### src/rtl/ams_video_pkg.sv
// ams_video_pkg: screen mode encodings and per-mode pixel shift table
package ams_video_pkg;
    typedef enum logic [1:0] {MODE0, MODE1, MODE2, MODE3} mode_t;
    // pixel index k = phase >> MODE_SHIFT[mode]: mode 0/3 = 2 px/byte, mode 1 = 4, mode 2 = 8
    localparam logic [1:0] MODE_SHIFT [4] = '{2'd2, 2'd1, 2'd0, 2'd2};
endpackage

### src/rtl/pen_palette.sv
// pen_palette: pen colour table plus border entry, one write port and one write-first combinational read port
// Ports: clk, rst (sync, active-high, clears every entry); we/waddr/wdata write port;
//        raddr/rdata read port. Address MSB selects the border entry; MSB with nonzero low bits is not an entry.
module pen_palette #(
    parameter int PEN_W    = 4,
    parameter int COLOUR_W = 5
) (
    input  logic                clk,
    input  logic                rst,
    input  logic                we,
    input  logic [PEN_W:0]      waddr,
    input  logic [COLOUR_W-1:0] wdata,
    input  logic [PEN_W:0]      raddr,
    output logic [COLOUR_W-1:0] rdata
);
    logic [COLOUR_W-1:0] pens [2**PEN_W];
    logic [COLOUR_W-1:0] border;
    logic                wvalid;

    assign wvalid = !waddr[PEN_W] || waddr[PEN_W-1:0] == '0;

    always_ff @(posedge clk) begin
        if (rst) begin
            for (int i = 0; i < 2**PEN_W; i++) pens[i] <= '0;
            border <= '0;
        end else if (we && wvalid) begin
            if (waddr[PEN_W]) border <= wdata;
            else pens[waddr[PEN_W-1:0]] <= wdata;
        end
    end

    // a write to the entry being read is visible in the same cycle
    assign rdata = (!rst && we && wvalid && waddr == raddr) ? wdata
                 : raddr[PEN_W] ? border : pens[raddr[PEN_W-1:0]];
endmodule

### src/rtl/video_pixel_engine.sv
// video_pixel_engine: serialises fetched video bytes into palette colours at the pixel-slot rate
// Ports: CLK_n clock, RESET sync active-high; PIX_EN pixel slot enable; LOAD/VIDEO/DISPEN byte load;
//        MODE/MODE_SYNC mode update; PAL_WE/PAL_ADDR/PAL_DATA palette write; COLOUR/BORDER_ACT registered output.
module video_pixel_engine
    import ams_video_pkg::*;
#(
    parameter int PEN_W    = 4,
    parameter int COLOUR_W = 5
) (
    input  logic                CLK_n,
    input  logic                RESET,
    input  logic                PIX_EN,
    input  logic                LOAD,
    input  logic [7:0]          VIDEO,
    input  logic                DISPEN,
    input  logic [1:0]          MODE,
    input  logic                MODE_SYNC,
    input  logic                PAL_WE,
    input  logic [PEN_W:0]      PAL_ADDR,
    input  logic [COLOUR_W-1:0] PAL_DATA,
    output logic [COLOUR_W-1:0] COLOUR,
    output logic                BORDER_ACT
);
    mode_t               mode_r;
    logic [7:0]          byte_r;
    logic                border_f;
    logic [2:0]          phase;
    logic [2:0]          k;
    logic [3:0]          pen_full;
    logic [PEN_W-1:0]    pen;
    logic [PEN_W:0]      raddr;
    logic [COLOUR_W-1:0] rdata;

    assign k = phase >> MODE_SHIFT[mode_r];
    // bit indices wrap in 3 bits; only modes that reach a given k use the matching bits
    assign pen_full = {mode_r == MODE0 && byte_r[3'd1 - k],
                       mode_r == MODE0 && byte_r[3'd5 - k],
                       mode_r != MODE2 && byte_r[3'd3 - k],
                       byte_r[3'd7 - k]};
    assign pen = pen_full[PEN_W-1:0];
    // border entry lives at address {1, 0...}
    assign raddr = {border_f, pen & {PEN_W{!border_f}}};

    pen_palette #(.PEN_W(PEN_W), .COLOUR_W(COLOUR_W)) u_pal (
        .clk   (CLK_n),
        .rst   (RESET),
        .we    (PAL_WE),
        .waddr (PAL_ADDR),
        .wdata (PAL_DATA),
        .raddr (raddr),
        .rdata (rdata)
    );

    always_ff @(posedge CLK_n) begin
        if (RESET) begin
            COLOUR     <= '0;
            BORDER_ACT <= 1'b0;
            phase      <= '0;
            byte_r     <= '0;
            border_f   <= 1'b1;
            mode_r     <= MODE1;
        end else begin
            if (MODE_SYNC) mode_r <= mode_t'(MODE);
            if (PIX_EN) begin
                COLOUR     <= rdata;
                BORDER_ACT <= border_f;
                if (LOAD) begin
                    byte_r   <= DISPEN ? VIDEO : 8'h00;
                    border_f <= !DISPEN;
                    phase    <= '0;
                end else begin
                    phase <= phase + 3'd1;
                end
            end
        end
    end
endmodule

### config.mk
export PLATFORM = sky130hd
export DESIGN_NAME = video_pixel_engine
export DESIGN_NICKNAME = d
export VERILOG_FILES = /design/src/rtl/ams_video_pkg.sv /design/src/rtl/pen_palette.sv /design/src/rtl/video_pixel_engine.sv
export SDC_FILE = /design/constraint.sdc
export NUM_CORES = 1
export LEC_CHECK = 0
export CAP_MARGIN = 20
export CORE_ASPECT_RATIO = 0.6
export CORE_MARGIN = 2
export CORE_UTILIZATION = 55
export CTS_CLUSTER_SIZE = 24
export DETAILED_ROUTE_END_ITERATION = 6
export GPL_ROUTABILITY_DRIVEN = 0
export GPL_TIMING_DRIVEN = 0
export PLACE_DENSITY = 0.74
export SYNTH_ARGS = -nofsm -noshare
export SYNTH_HDL_FRONTEND = slang
export SYNTH_SLANG_ARGS = --single-unit
### constraint.sdc
create_clock -name CLK_n -period 8.5 [get_ports CLK_n]
set_input_delay 2.55 -clock CLK_n [delete_from_list [all_inputs] [get_ports CLK_n]]
set_output_delay 2.55 -clock CLK_n [all_outputs]
set_load 0.005 [all_outputs]
==> reports/qor.csv <==
metric,value,unit
Max Fanout on Critical Path,9,
number of clock buffers inserted by TritonCTS,9,
clock network fraction of total power,0.366,
number of rows created at floorplan,28,
Clock Pin Slew Worst Setup and Hold Paths,70,ps
setup slack of the critical path after layout,3520,ps
Layout area overhead,12.7,%
mean area per synthesized cell,10.7,um2
number of buffers between clock root and the deepest sink,2,
flop-to-flop setup slack,4880,ps
routed wire length,16000,um
headroom to the max-slew limit,0.335,
CTS Root Buffer Type,sky130_fd_sc_hd__clkbuf_16,
wire length of the first global-routing pass,24600,um
CTS H-Tree Depth,3,
Total Die Area,11400,um2
critical setup path kind,input pin to flip-flop,
class of the tightest hold or removal check,flip-flop to flip-flop,
Cells after DPL,704,
Final Hold Viols,0,
Post-CTS Hold Fix Bufs,0,
fraction of layout instances using a drive strength above 1,0.0974,
combinational share of power,0.106,
Pre-antenna DRT Iters,5,
sequential element share of the synthesized area,0.501,
number of vias in the routed layout,4589,
Worst Reg2Reg Path Length in Cells,14,
Switching Share,0.241,
post-route design area,6530,um2
number of different library cells in the post-synthesis netlist,70,
Placement Setup Slack,3270,ps
end point of the critical path,u_pal.pens[9][1],
Synth warnings,0,
"Cell Area, Synth",5790,um2
"Gates resized, CTS repair",0,
type of origin of the critical path,input pin,
HPWL after detailed placement,12200,um
flip-flop and latch area,2900,um2
slew at the pin closest to its max-slew limit,987,ps
antenna violations before repair,0,
Final Slew Violations,0,
count of flip-flops with a built-in enable after synthesis,80,
Tot GR Track Use,0.293,
total negative slack,0,ps
destination of the worst register-to-register timing path,COLOUR[2],
switching component of the power,0.000268,W
count of routing violations after the opening detailed-route iteration,478,
CP max stage delay,890,ps
filler cell count,796,
power density relative to cell area,171,nW/um2
Post-DP Area,6240,um2
count of nets after finishing,611,
Clock Sinks,105,
total overflow reported by the global router,0,
Setup crit end kind,flip-flop,
Worst-Skew Late Latency,350,ps
proportion of register bits with asynchronous set or reset after synthesis,0,
Vias/cell,6.37,
initial cell density of the core,0.576,
Max Freq,201,MHz
"Setup violations, final",0,
setup repair after global routing missed its margin,no,
Final Skew,5.68,ps
Max rail drop VDD,134,uV
area used by multi-input combinational logic,2650,um2
antenna cell count,0,
"top cells by count, synth","sky130_fd_sc_hd__edfxtp_1, sky130_fd_sc_hd__and2_1, sky130_fd_sc_hd__mux2i_1, sky130_fd_sc_hd__nand2_1, sky130_fd_sc_hd__nor2_1",
arrival time of the worst setup path,4950,ps
CTS tree,built,
DRT antenna net count,0,
post-synthesis cell type with the largest combined area,sky130_fd_sc_hd__edfxtp_1,
maximum number of pins on one net before global-route repair,17,
series of cell instances along the critical path,clkdlybuf4s50_1 -> nor3b_1 -> nand3b_1 -> o21ai_0,
area of the core,10100,um2
post-synthesis instance total,541,
fraction of power consumed by sequential logic,0.528,
fraction of post-synthesis cell area in the top cell type by area,0.415,
"Setup Fix Bufs, Post-CTS",0,
IO Count,33,
Synth Flop Type,sky130_fd_sc_hd__edfxtp_1,
remaining routing DRC violations,0,
Routed wire per std cell,22.2,um
slowest stage cell on the critical path,sky130_fd_sc_hd__o21ai_0,
share of the clock period used by the worst path after layout,0.586,
final standard cell count with taps included and fillers excluded,720,
input/output buffers,28,
die outline height,83.5,um
"top cells by area, synth","sky130_fd_sc_hd__edfxtp_1, sky130_fd_sc_hd__dfxtp_1, sky130_fd_sc_hd__mux2i_1, sky130_fd_sc_hd__and2_1, sky130_fd_sc_hd__nand2_1",
width of the die,136,um
Final Critical Period,4980,ps
vias in the first global route,4259,
status,finished clean,
leakage dissipation,2.18,nW
hold path startpoint,u_pal.border[1],
Syn Nets,572,
total of max-cap violations,0,
Reg2Reg Launch Point,mode_r[1],
internal power contribution,0.000847,W
start point of the critical path,PAL_WE,
flip-flop and latch count after synthesis,105,
critical path required time,8470,ps
most frequently used cell type in the post-synthesis netlist,sky130_fd_sc_hd__edfxtp_1,
-- power by group through the flow --
stage	logic (W)	registers [W]	clock network (W)
final	0.000118	0.000589	0.000409
after global routing	0.000126	0.000591	0.000429
after CTS	0.000116	0.000588	0.000410
after detailed placement	0.000115	0.000599	0
after global placement	0.000112	0.000598	0
after floorplan	0.0000715	0.000594	0
-- stage by stage --
stage	utilization	hold WS (ps)	power, W
floorplan	-	454	0.000665
global placement	0.621	478	0.000711
detailed placement	0.621	487	0.000714
CTS	0.649	506	0.00111
global route	0.649	549	0.00115
finish	0.649	508	0.00112
-- layout make-up --
cell class	instances	area share
buffer	33	0.0291
sequential	105	0.445
tap	135	0.0259
clock inverter	6	0.00882
clock buffer	10	0.0351
inverter	13	0.00748
timing repair buffer	28	0.0429
multi-input combinational	390	0.406
-- worst min-delay path by stage --
stage,endpoint,slack [ps],cells past startpoint
after detailed placement,u_pal.border[4],490,2
after floorplan,u_pal.border[1],450,2
after global routing,u_pal.border[0],550,2
after global placement,u_pal.border[4],480,2
after CTS,u_pal.border[4],510,2
final,u_pal.border[1],510,2
-- flip-flops by register name, indices dropped and copies added (netlist names) --
signal and count:
u_pal.pens 80, COLOUR 5, phase 3, BORDER_ACT 1
border_f 1, mode_r 2, u_pal.border 5, byte_r 8
-- critical path, delay by kind of cell --
family / cells / cell delay, ps
AO/OA/AOI/OAI: 1 / 890
buffers and inverters: 1 / 480
AND/OR/NAND/NOR: 2 / 1030
-- cell families (layout without fill, tap and decap cells) --
logic type	Yosys count	after routing	share of synthesized area
and+or+nand+nor	225	225	0.214
DFF	105	105	0.501
AOI/OAI and AO/OA	103	103	0.132
muxes	53	53	0.0951
buffers and inverters	46	90	0.0413
xor gates and xnor gates	5	5	0.00756
adders and majority gates	4	4	0.00864
-- cell usage in the layout, fill, tap and decap left out, drive strengths merged, types with 3 or more instances in the layout --
master | synthesis | layout
a21o | 3 | 3
a211oi | 5 | 5
inv | 12 | 13
nor3b | 6 | 6
ha | 4 | 4
a211o | 6 | 6
nand2b | 4 | 4
nor2b | 6 | 6
o221ai | 5 | 5
nor3 | 22 | 22
and2 | 70 | 70
nand3 | 13 | 13
nor4 | 8 | 8
buf | 13 | 13
xnor2 | 3 | 3
clkinv | 1 | 4
mux2i | 49 | 49
nor2 | 32 | 32
or2 | 9 | 9
dfxtp | 25 | 25
edfxtp | 80 | 80
a21oi | 27 | 27
clkbuf | 20 | 30
clkdlybuf4s50 | 0 | 28
o21ai | 23 | 23
o22ai | 5 | 5
nand4 | 6 | 6
nand3b | 6 | 6
nand2 | 33 | 33
o31ai | 3 | 3
o211ai | 5 | 5
mux2 | 3 | 3
o32ai | 3 | 3
-- routing by layer --
layer,routed length (um),global-route usage
met1,7330,0.450
met2,6490,0.387
met5,0,0
met3,1980,0.111
met4,177,0.0653
Power figures use the tool's default switching activity.
